**config.mk**
```make
export PLATFORM = sky130hd
export DESIGN_NAME = sys_clk_en_rst_seq
export DESIGN_NICKNAME = d
export VERILOG_FILES = /design/src/rtl/sys_clk_en_rst_seq.sv
export SDC_FILE = /design/constraint.sdc
export NUM_CORES = 1
export LEC_CHECK = 0
export CORE_MARGIN = 4
export CORE_UTILIZATION = 45
export CTS_CLUSTER_DIAMETER = 50
export DETAILED_ROUTE_END_ITERATION = 8
export PLACE_DENSITY = 0.64
export SLEW_MARGIN = 25
export SYNTH_ARGS = -nofsm -noshare
export SYNTH_HDL_FRONTEND = slang
export SYNTH_SLANG_ARGS = --single-unit
export TNS_END_PERCENT = 50
```
**constraint.sdc**
```tcl
create_clock -name clk_i -period 6.7 [get_ports clk_i]
set_input_delay 1.34 -clock clk_i [delete_from_list [all_inputs] [get_ports clk_i]]
set_output_delay 1.34 -clock clk_i [all_outputs]
set_load 0.02 [all_outputs]
```
**src/rtl/sys_clk_en_rst_seq.sv**
```systemverilog
// Staged per-channel reset release plus divided clock-enable pulses, all in the clk_i domain.
// Outputs are registered; divisor updates wait for the channel's next reload so no period is cut short.
module sys_clk_en_rst_seq #(
  parameter int N_CH       = 4,
  parameter int DIV_WIDTH  = 8,
  parameter int HOLD_WIDTH = 4,
  parameter int DEF_DIV    = 1
) (
  input  logic                      clk_i,
  input  logic                      rst_i,
  input  logic [N_CH*DIV_WIDTH-1:0] div_i,
  input  logic                      div_load_i,
  input  logic [HOLD_WIDTH-1:0]     hold_i,
  input  logic                      soft_rst_i,
  output logic [N_CH-1:0]           ce_o,
  output logic [N_CH-1:0]           ch_rst_o,
  output logic                      ready_o
);

  localparam int IDX_W = (N_CH > 1) ? $clog2(N_CH) : 1;
  localparam logic [DIV_WIDTH-1:0] RST_DIV = DIV_WIDTH'(DEF_DIV);

  typedef enum logic [1:0] {
    ST_ASSERT  = 2'd0,
    ST_RELEASE = 2'd1,
    ST_DONE    = 2'd2
  } state_t;

  state_t                state_q, state_d;
  logic [HOLD_WIDTH-1:0] hc_q, hc_d;
  logic [HOLD_WIDTH-1:0] h_q, h_d, h_cur;
  logic [IDX_W-1:0]      idx_q, idx_d;
  logic [N_CH-1:0]       ch_rst_q, ch_rst_d;
  logic                  ready_q, ready_d;
  logic                  load_cap;

  // A divisor of zero behaves as one, so the reload value saturates at zero.
  function automatic logic [DIV_WIDTH-1:0] eff_m1(input logic [DIV_WIDTH-1:0] d);
    eff_m1 = (d == '0) ? '0 : d - DIV_WIDTH'(1);
  endfunction

  always_ff @(posedge clk_i or posedge rst_i) begin
    if (rst_i) begin
      state_q  <= ST_ASSERT;
      hc_q     <= '0;
      h_q      <= '0;
      idx_q    <= '0;
      ch_rst_q <= '1;
      ready_q  <= 1'b0;
    end else begin
      state_q  <= state_d;
      hc_q     <= hc_d;
      h_q      <= h_d;
      idx_q    <= idx_d;
      ch_rst_q <= ch_rst_d;
      ready_q  <= ready_d;
    end
  end

  always_comb begin
    state_d  = state_q;
    hc_d     = hc_q;
    h_d      = h_q;
    idx_d    = idx_q;
    ch_rst_d = ch_rst_q;
    ready_d  = ready_q;
    // The first ASSERT edge of a sequence samples the gap directly, then it is frozen.
    h_cur    = (state_q == ST_ASSERT && hc_q == '0) ? hold_i : h_q;
    if (soft_rst_i) begin
      state_d  = ST_ASSERT;
      hc_d     = '0;
      idx_d    = '0;
      h_d      = hold_i;
      ch_rst_d = '1;
      ready_d  = 1'b0;
    end else begin
      case (state_q)
        ST_ASSERT: begin
          ch_rst_d = '1;
          ready_d  = 1'b0;
          h_d      = h_cur;
          if (hc_q == h_cur) begin
            state_d = ST_RELEASE;
            hc_d    = '0;
            idx_d   = '0;
          end else begin
            hc_d = hc_q + HOLD_WIDTH'(1);
          end
        end
        ST_RELEASE: begin
          if (hc_q == h_q) begin
            ch_rst_d[idx_q] = 1'b0;
            hc_d            = '0;
            idx_d           = idx_q + IDX_W'(1);
            if (idx_q == IDX_W'(N_CH - 1)) begin
              state_d = ST_DONE;
              ready_d = 1'b1;
              idx_d   = '0;
            end
          end else begin
            hc_d = hc_q + HOLD_WIDTH'(1);
          end
        end
        ST_DONE: begin
          state_d = ST_DONE;
        end
        default: begin
          state_d = ST_ASSERT;
        end
      endcase
    end
  end

  assign load_cap = div_load_i && (state_q != ST_ASSERT);

  for (genvar k = 0; k < N_CH; k++) begin : g_ch
    logic [DIV_WIDTH-1:0] div_k;
    logic [DIV_WIDTH-1:0] d_q;
    logic [DIV_WIDTH-1:0] cnt_q;
    logic [DIV_WIDTH-1:0] pend_dat_q;
    logic                 pend_vld_q;
    logic                 ce_q;

    assign div_k = div_i[k*DIV_WIDTH +: DIV_WIDTH];

    always_ff @(posedge clk_i or posedge rst_i) begin
      if (rst_i) begin
        d_q        <= RST_DIV;
        cnt_q      <= eff_m1(RST_DIV);
        pend_dat_q <= '0;
        pend_vld_q <= 1'b0;
        ce_q       <= 1'b0;
      end else if (soft_rst_i) begin
        d_q        <= div_k;
        cnt_q      <= eff_m1(d_q);
        pend_vld_q <= 1'b0;
        ce_q       <= 1'b0;
      end else begin
        if (state_q == ST_ASSERT) begin
          d_q <= div_k;
        end else if (load_cap) begin
          pend_dat_q <= div_k;
          pend_vld_q <= 1'b1;
        end
        if (ch_rst_q[k]) begin
          ce_q  <= 1'b0;
          cnt_q <= eff_m1(d_q);
        end else if (cnt_q == '0) begin
          ce_q <= 1'b1;
          if (pend_vld_q) begin
            // Adopt on the reload edge; a load landing on this same edge stays pending.
            d_q   <= pend_dat_q;
            cnt_q <= eff_m1(pend_dat_q);
            if (!load_cap) begin
              pend_vld_q <= 1'b0;
            end
          end else begin
            cnt_q <= eff_m1(d_q);
          end
        end else begin
          ce_q  <= 1'b0;
          cnt_q <= cnt_q - DIV_WIDTH'(1);
        end
      end
    end

    assign ce_o[k] = ce_q;
  end

  assign ch_rst_o = ch_rst_q;
  assign ready_o  = ready_q;

endmodule

```
# == After elaboration in Yosys (flattened, before gate mapping) ==
# Cells that the tools add are included.
# op_classes
bitwise,4
mux,110
n_eq_ne,8
reduce_logical,25
magnitude_cmp,2
n_addsub,14
# ops
operator,n
two-way mux 8 bit,44
logical NOT 8 bit,12
"subtractor 8 x 1 -> 8 bit, second input constant",12
two-way mux 1 bit,44
two-way mux 4 bit,8
two-way mux 2 bit,8
one-hot mux 4 bit (2 select lines),2
AND reduction 3 bit,4
"inequality test 3 bit, second input constant",3
== test 4 bit,2
one-hot mux 2 bit (3 select lines),1
"adder 4 x 1 -> 4 bit, second input constant",1
bitwise AND 4 bit,1
"== test 2 bit, second input constant",2
logical NOT 4 bit,1
NOT 4 bit,1
one-hot mux 2 bit (2 select lines),1
nonzero test 2 bit,2
logical AND 1 bit,3
"less-than comparator 2 x 3 -> 1 bit, second input constant",1
nonzero test 3 bit,1
"adder 2 x 1 -> 2 bit, second input constant",1
demux 1 bit (select 2 bit),1
"== test 2 x 1 -> 1 bit, second input constant",1
other kinds (5),6
# totals
output_inout_bits,9
register_bits,121
word_cells,189

# == Logic depth before layout (Yosys ltp) ==
# Gate-level depths: netlist of the first run.
# logic_depth
depth_word,9
mapped_depth,10
mapped_depth_nobuf,8

# == Worst setup path after synthesis of the first run ==
# No wires, ideal clock.
# synth_path
path_type,input to register
from,in soft_rst_i
to,reg idx_q[1]
arrival_time_ns,2.461
slack_ns,4.155
path_stages,6
required_time_ns,6.615
cell_sequence,clkbuf_1 > inv_2 > o21ai_1 > nand3_1 > mux2_2 > o22ai_1
# synth_via
elab_chain_cells,2
elab_cells_between_ends,5
# synth_lines
element,line_no,rtl
from (decl),14,"input logic soft_rst_i,"
inequality test 3 bit (no line) / nonzero test 3 bit (equally long branches),n/a,
AND reduction 3 bit (no line),n/a,
to (signal assigned),54,idx_q <= idx_d;
to (decl),32,"logic [IDX_W-1:0] idx_q, idx_d;"
# Parallel ways exist; a longest one is shown, timed or not.
# A chain may end at the register's enable or synchronous reset.

# == Worst setup path in the final report of the first run ==
# layout_path
from,in soft_rst_i
to,reg g_ch[3].pend_dat_q[3]
# layout_via
elab_chain_cells,2
# layout_lines
element,line_no,rtl
NOT 1 bit (no line),n/a,
AND reduction 3 bit (no line),n/a,
to (signal assigned),142,pend_dat_q <= div_k;
to (decl),120,logic [DIV_WIDTH-1:0] pend_dat_q;
# No other way between the ends.

==> impl_metrics.json, run 1 <==
{
  "final_common_cell": "nand2_1",
  "startpoint_type": "primary input",
  "syn_nets": 897,
  "critPathBufInv": 2,
  "ys_ff_latch": 121,
  "max_stage_delay_ns": 0.76,
  "clock_latency_ns": 0.42,
  "p_per_area_nw_per_um2": 407,
  "status": "completed",
  "drtPass1Iterations": 5,
  "worst_hold_path_type": "reg2reg",
  "areaGrowthSynthToFinish_pct": 17.4,
  "core_sq_um": 15800,
  "hold_viol_final": 0,
  "setup_violations": 0,
  "die_w_um": 135,
  "port_buffers": 48,
  "cts-root-buf": "clkbuf_16",
  "peakVddDrop_v": 0.000203,
  "drt-initial-drc-count": 397,
  "synth_cells": 828,
  "ctsHoldBuffers": 0,
  "wirelength_um": 17600,
  "synth_top_area_share_pct": 39.1,
  "drive_gt1_share_pct": 8.83,
  "cp_max_fo": 26,
  "slew_violations": 0,
  "final_cells": 1099,
  "synth_cell_type_count": 71,
  "n_antenna_cell": 0,
  "skew_ns": 0.00704,
  "place_congestion": 0.863,
  "wl_per_cell_um": 16.0,
  "final_cell_mix": "nand2_1, dfrtp_1, nor2_1, o21ai_0, o22ai_1",
  "final.setup.worst_slack_ns": 3.32,
  "yosysTopAreaCell": "dfrtp_1",
  "maxCapViolations": 0,
  "htreeDepth": 4,
  "fmax_ghz": 0.296,
  "async_flop_share_pct": 100,
  "ios": 49,
  "die_y_um": 135,
  "clockBufferDepth": 2,
  "drc": 0,
  "antenna_left": 0,
  "start_util_pct": 45.7,
  "fp-row-count": 46,
  "tns_ns": 0,
  "fin_crit_ns": 3.38,
  "synth_ff_type": "dfrtp_1",
  "path_clk_slew_ns": 0.06,
  "postSynthAreaPerCell_sq_um": 8.73,
  "vias": 6015,
  "required_ns": 7.00,
  "worst_path_max_delay_cell": "nand2_1",
  "numCtsBuffers": 17,
  "worst_slew_pin_slew_ns": 0.956,
  "ys_seq_area_share_pct": 42.0,
  "place_ws_ns": 2.95,
  "critPathArrivalTime_ns": 3.68,
  "cts_resized": 0,
  "synth_warnings": 0,
  "rsz0062_at_grt": "false",
  "p_total_mw": 3.45,
  "dp_cells": 1067,
  "slew_headroom_pct": 36.1,
  "grt_max_degree": 69,
  "synth_area_leaders": "dfrtp_1, nand2_1, ha_1, xnor2_1, o22ai_1",
  "dp_hpwl_um": 12600,
  "cpMostUsedCell": "nand2_1",
  "via_per_inst": 5.47,
  "first_global_vias": 5833,
  "grtUsageTotal_pct": 20.1,
  "tritoncts": "done",
  "grt_pass1_wl_um": 29200,
  "synth-edff-count": 0,
  "n_fill_cell": 1478,
  "nets": 939,
  "leakage_nw": 3.47,
  "path_cells": "clkdlybuf4s50_1 -> buf_4 -> nor2_1 -> nand2_1 -> nand2_1 -> nand2_1",
  "post_cts_buffers": 0,
  "fin_crit_sh_pct": 50.4,
  "holdWs_ns": 0.527,
  "critPathTopFamily": "simple AND/OR/NAND/NOR gates",
  "worstSetupEndpointType": "flip-flop",
  "grt-ovfl-total": 0,
  "synth_area_sq_um": 7230,
  "die_area_sq_um": 18200,
  "crit_type": "in2reg",
  "antenna_found_initial": 0,
  "clkSinkCount": 121
}
[worst paths after layout]
| kind | startpoint | endpoint | slack (ns) | depth (start not counted) |
|---|---|---|---|---|
| setup / recovery | soft_rst_i | g_ch[3].pend_dat_q[3]$_DFFE_PP0P_ | 3.32 | 6 |
| hold / removal | h_q[0]$_DFFE_PP0N_ | h_q[0]$_DFFE_PP0N_ | 0.53 | 1 |
| min in group asynchronous | rst_i | g_ch[1].d_q[1]$_DFF_PP0_ | 1.45 | 2 |
| setup reg to reg | state_q[1]$_DFFE_PP0P_ | idx_q[1]$_DFFE_PP0P_ | 3.90 | 8 |
| max in group asynchronous | rst_i | g_ch[0].cnt_q[0]$_DFF_PP0_ | 4.03 | 3 |
| hold reg to reg | h_q[0]$_DFFE_PP0N_ | h_q[0]$_DFFE_PP0N_ | 0.53 | 1 |
[sequential cells by signal, indices dropped and copies added, names as in the netlist]
register and cells:
g_ch.pend_dat_q 32, hc_q 4, g_ch.ce_q 4, g_ch.d_q 32, g_ch.pend_vld_q 4, ch_rst_o 4, h_q 4, ready_o 1
state_q 2, idx_q 2, g_ch.cnt_q 32
[metrics by stage]
step                      utilization (%)  area [sq um]
after global routing                 53.6          8490
final                                53.6          8490
after CTS                            53.6          8490
after floorplan                         -          7230
after global placement               49.6          7850
after detailed placement             49.6          7850
[worst reg2reg max path, stage by stage (launching register included)]
cell     delay, ns
dfrtp_1       0.39
inv_1         0.11
ha_1          0.50
inv_2         0.22
or4b_1        0.51
a22o_1        0.24
a21oi_4       0.26
mux2_2        0.37
o22ai_1       0.12
[power breakdown]
group	leakage [nW]	switching [mW]	internal, mW
Sequential	1.46	0.339	0.980
Combinational	1.71	0.626	0.528
Clock	0.306	0.348	0.634
Total	3.47	1.31	2.14
[routing by layer]
| layer | vias to the layer above | global-route usage (%) | routed length [um] |
|---|---|---|---|
| li1 | 2998 | - | - |
| met1 | 2848 | 27.9 | 8480 |
| met2 | 151 | 31.9 | 8120 |
| met3 | 18 | 4.25 | 789 |
| met4 | 0 | 5.94 | 235 |
| met5 | - | 0 | 0 |
[Yosys cell counts (15+ instances only)]
| cell | number |
|---|---|
| dfrtp_1 | 113 |
| nand2b_1 | 15 |
| nand3_1 | 18 |
| nand2_1 | 153 |
| inv_1 | 43 |
| o21ai_0 | 52 |
| nor2_1 | 62 |
| xnor2_1 | 38 |
| a21oi_1 | 42 |
| clkbuf_1 | 18 |
| o22ai_1 | 49 |
| xor2_1 | 18 |
| nor3_1 | 35 |
| ha_1 | 29 |
[logic make-up after synthesis]
kind of cell / after synthesis / synth area share [%]
muxes: 11 / 1.59
DFF: 121 / 42.0
buffers and inverters: 73 / 4.47
xor gates and xnor gates: 56 / 6.78
adders and majority gates: 29 / 5.02
and+or+nand+nor: 342 / 22.7
AOI/OAI and AO/OA: 196 / 17.4
[layout make-up]
type / instances / area, sq um / area share, %
tap: 216 / 270 / 3.18
multi-input combinational: 634 / 3870 / 45.6
inverter: 45 / 171 / 2.02
clock buffer: 18 / 439 / 5.17
sequential: 121 / 3040 / 35.8
clock inverter: 14 / 198 / 2.33
timing repair buffer: 51 / 503 / 5.93
No activity file was read; power rests on OpenSTA's default activity.
==> inputs of run 2 (changes only) <==
clock period = 3.5 ns   (was 6.7 ns; I/O delays follow)
==> impl_metrics.json, run 2 (synthesis results as in run 1) <==
{
  "wirelength_um": 17800,
  "nets": 944,
  "fmax_ghz": 0.390,
  "cts_resized": 0,
  "slew_violations": 0,
  "skew_ns": 0.0107,
  "drc": 0,
  "reg2reg_depth": 8,
  "setup_violations": 0,
  "drt-initial-drc-count": 386,
  "fp-row-count": 46,
  "final_cell_mix": "nand2_1, dfrtp_1, nor2_1, o21ai_0, o22ai_1",
  "crit_type": "reg2reg",
  "min_to": "state_q[1]$_DFFE_PP0P_",
  "die_y_um": 135,
  "slew_headroom_pct": 48.3,
  "wl_met3_um": 698,
  "antenna_left": 0,
  "peakVddDrop_v": 0.000476,
  "clkSinkCount": 121,
  "die_area_sq_um": 18200,
  "worst_slew_pin_slew_ns": 0.764,
  "clock_latency_ns": 0.42,
  "core_sq_um": 15800,
  "drtPass1Iterations": 7,
  "grt_pass1_wl_um": 30500,
  "final_common_cell": "nand2_1",
  "tritoncts": "done",
  "tns_ns": 0,
  "drive_gt1_share_pct": 8.90,
  "routed-wl-met2_um": 8490,
  "ios": 49,
  "port_buffers": 48,
  "met1Wirelength_um": 8370,
  "critPathArrivalTime_ns": 2.90,
  "startpoint_type": "flip-flop",
  "worst_hold_path_type": "reg2reg",
  "n_antenna_cell": 0,
  "numCtsBuffers": 17,
  "start_util_pct": 45.7,
  "grt-ovfl-total": 0,
  "fin_crit_ns": 2.57,
  "clockBufferDepth": 2,
  "cp_max_fo": 10,
  "place_congestion": 0.840,
  "grtUsageTotal_pct": 20.9,
  "finalInstanceArea_sq_um": 8480,
  "p_per_area_nw_per_um2": 757,
  "reg2reg_to": "g_ch[3].d_q[5]$_DFF_PP0_",
  "placed_cell_area_sq_um": 7920,
  "worstSetupEndpointType": "flip-flop",
  "cts-root-buf": "clkbuf_16",
  "dp_hpwl_um": 12700,
  "r2r-start": "g_ch[3].cnt_q[0]$_DFF_PP0_",
  "required_ns": 3.84,
  "top_layer": "met4",
  "via_per_inst": 5.49,
  "first_global_vias": 6023,
  "path_clk_slew_ns": 0.06,
  "hold_path_depth": 1,
  "areaGrowthSynthToFinish_pct": 17.3,
  "hold_viol_final": 0,
  "maxCapViolations": 0,
  "antenna_found_initial": 0,
  "htreeDepth": 4,
  "leakage_nw": 3.48,
  "vias": 6064,
  "die_w_um": 135,
  "rsz0062_at_grt": "false",
  "worstHoldStart": "state_q[1]$_DFFE_PP0P_",
  "post_cts_buffers": 0,
  "grt_max_degree": 68,
  "ctsHoldBuffers": 0,
  "rrSetupSlack_ns": 0.93,
  "fin_crit_sh_pct": 73.3,
  "status": "completed",
  "wl_per_cell_um": 16.1,
  "reg_top3": "g_ch.cnt_q x32, g_ch.d_q x32, g_ch.pend_dat_q x32"
}
==> run 2: routing by layer <==
metal / global-route usage (%) / up-vias
met4: 5.60 / 0
met1: 28.3 / 2920
met5: 0 / -
met3: 4.88 / 17
li1: - / 3002
met2: 33.8 / 125
==> run 2: worst max path at each step <==
stage                     cells after the start                       end                  startpoint  slack [ns]
final                                         8  g_ch[3].d_q[5]$_DFF_PP0_  g_ch[3].cnt_q[0]$_DFF_PP0_        0.93
after global placement                        7      idx_q[1]$_DFFE_PP0P_                  soft_rst_i        0.80
after floorplan                               9      idx_q[1]$_DFFE_PP0P_      state_q[0]$_DFFE_PP0P_        1.26
after global routing                          8  g_ch[3].d_q[4]$_DFF_PP0_  g_ch[3].cnt_q[0]$_DFF_PP0_        0.65
after CTS                                     8  g_ch[3].d_q[5]$_DFF_PP0_  g_ch[3].cnt_q[0]$_DFF_PP0_        0.96
after detailed placement                      7      idx_q[1]$_DFFE_PP0P_                  soft_rst_i        0.75
==> run 2: final cells by class <==
class,instances,area (sq um)
Fill cell,1468,7350
Inverter,45,173
Multi-Input combinational cell,634,3880
Clock buffer,29,541
Clock inverter,3,15.0
Timing Repair Buffer,56,566
Tap cell,216,270
Sequential cell,121,3040
==> run 2: worst max-delay path, stage by stage, from the launching register on <==
cell and delay (ns):
dfrtp_1 0.40, inv_1 0.07, ha_1 0.19, nor4b_1 0.55, and2_1 0.40, nand3b_2 0.27
a21oi_2 0.42, nor2_1 0.07, a21oi_1 0.13
==> run 2: report_power, final <==
group          switching, mW  internal (mW)
clock                  0.610           1.03
sequential             0.648           1.88
combinational           1.22           1.03
==> run 2: metrics by stage <==
stage / utilization (%) / worst slack [ns] / cells / total power, mW / hold WS, ns
after floorplan: - / 1.26 / 828 / 4.10 / 0.466
after global placement: 50.0 / 0.805 / 1072 / 4.74 / 0.479
after detailed placement: 50.0 / 0.754 / 1072 / 4.77 / 0.492
after CTS: 53.5 / 0.961 / 1104 / 6.44 / 0.505
after global routing: 53.6 / 0.652 / 1104 / 6.91 / 0.535
final: 53.6 / 0.935 / 1104 / 6.42 / 0.495
==> inputs of run 3 (changes only) <==
PLACE_DENSITY = 0.66   (was 0.64)
clock period = 2.25 ns   (was 3.5 ns; I/O delays follow)
==> impl_metrics.json, run 3 (synthesis results as in run 1) <==
{
  "cp_max_fo": 7,
  "crit_type": "reg2reg",
  "rrSetupSlack_ns": 0.07,
  "antenna_found_initial": 0,
  "nets": 988,
  "drc": 0,
  "drive_gt1_share_pct": 14.8,
  "finalInstanceArea_sq_um": 8980,
  "place_ws_ns": -0.0172,
  "leakage_nw": 3.75,
  "max_stage_delay_ns": 0.47,
  "die_area_sq_um": 18200,
  "final_cells": 1148,
  "grt_pass1_wl_um": 29300,
  "areaGrowthSynthToFinish_pct": 24.3,
  "clkSinkCount": 121,
  "reg_top3": "g_ch.cnt_q x32, g_ch.d_q x32, g_ch.pend_dat_q x32",
  "critPathTopFamily": "compound AO/OA/AOI/OAI gates",
  "placed_cell_area_sq_um": 8250,
  "tritoncts": "done",
  "n_antenna_cell": 0,
  "numCtsBuffers": 17,
  "core_sq_um": 15800,
  "drt-initial-drc-count": 386,
  "skew_ns": 0.00998,
  "cts-root-buf": "clkbuf_16",
  "worst_slew_pin_slew_ns": 0.664,
  "clockBufferDepth": 2,
  "worstSetupEndpointType": "flip-flop",
  "htreeDepth": 4,
  "wirelength_um": 17900,
  "vias": 6188,
  "dp_cells": 1110,
  "startpoint_type": "flip-flop",
  "wl_per_cell_um": 15.6,
  "worst_hold_path_type": "in2async",
  "worst_path_max_delay_cell": "or4b_1",
  "path_cells": "inv_2 -> ha_4 -> inv_2 -> or4b_1 -> a22o_1 -> a21oi_4 -> mux2_4 -> o22ai_1",
  "first_global_vias": 5972,
  "rsz0062_at_grt": "true",
  "dp_hpwl_um": 13100,
  "path_clk_slew_ns": 0.06,
  "final_cell_mix": "nand2_1, dfrtp_1, nor2_1, o21ai_0, o22ai_1",
  "setup_violations": 0,
  "fmax_ghz": 0.459,
  "clock_latency_ns": 0.42,
  "port_buffers": 48,
  "grt_max_degree": 44,
  "slew_violations": 0,
  "grtUsageTotal_pct": 20.1,
  "die_w_um": 135,
  "status": "completed",
  "r2r-start": "state_q[1]$_DFFE_PP0P_",
  "final.setup.worst_slack_ns": 0.0736,
  "fin_crit_sh_pct": 96.7,
  "ios": 49,
  "maxCapViolations": 0,
  "peakVddDrop_v": 0.000840,
  "grt-ovfl-total": 0,
  "via_per_inst": 5.39,
  "cpMostUsedCell": "inv_2",
  "drtPass1Iterations": 5,
  "critPathArrivalTime_ns": 2.52,
  "p_total_mw": 10.6,
  "hold_viol_final": 0,
  "p_per_area_nw_per_um2": 1180,
  "slew_headroom_pct": 55.6,
  "final_common_cell": "nand2_1",
  "start_util_pct": 45.7,
  "antenna_left": 0,
  "place_congestion": 0.860,
  "required_ns": 2.60,
  "ctsHoldBuffers": 0,
  "fin_crit_ns": 2.18,
  "critPathBufInv": 2,
  "holdWs_ns": 0.415,
  "crit_start": "state_q[1]$_DFFE_PP0P_",
  "die_y_um": 135,
  "fp-row-count": 46
}
==> run 3: changes by cell type in the layout (fill, tap and decap cells not counted), moves of 3 or more <==
cell	previous run	this run
buf_12	2	6
buf_4	6	46
clkbuf_1	5	0
clkbuf_8	7	1
clkinv_2	3	0
clkinvlp_4	1	5
inv_6	0	7
==> run 3: cell type report <==
cell class / count / area [sq um]
multi-input combinational: 634 / 3960
clock inverter: 14 / 160
timing repair buffer: 100 / 946
sequential: 121 / 3040
clock buffer: 18 / 439
inverter: 45 / 173
tap: 216 / 270
fill: 1399 / 6840
==> run 3: worst paths after layout <==
kind                                       endpoint  cells after the start
hold / removal               g_ch[2].ce_q$_DFF_PP0_                      2
setup reg to reg               idx_q[1]$_DFFE_PP0P_                      8
min in group clk_i           state_q[1]$_DFFE_PP0P_                      1
setup / recovery               idx_q[1]$_DFFE_PP0P_                      8
max in group asynchronous  g_ch[0].d_q[0]$_DFF_PP1_                      3
hold reg to reg              state_q[1]$_DFFE_PP0P_                      1
==> run 3: stage by stage <==
step	utilization [%]	setup TNS, ns
global route	56.8	-0.166
floorplan	-	0
finish	56.8	0
CTS	56.2	0
detailed placement	52.1	-0.0172
global placement	52.1	0
==> run 3: layer usage <==
layer | track usage (%) | part of all wire [%]
met5 | 0 | 0
met1 | 27.2 | 47
met2 | 32.6 | 48
met3 | 4.10 | 3.6
met4 | 6.11 | 1.5
==> run 3: what timing repair did <==
action,in CTS,in global routing
pin swaps,2,8
hold endpoints to repair,0,0
resized for setup,4,15
setup endpoints to repair,1,44
setup buffers,3,4
==> run 3: power breakdown <==
group          switching (mW)  internal, mW
combinational            2.10          1.87
sequential              0.927          2.92
clock                    1.09          1.68
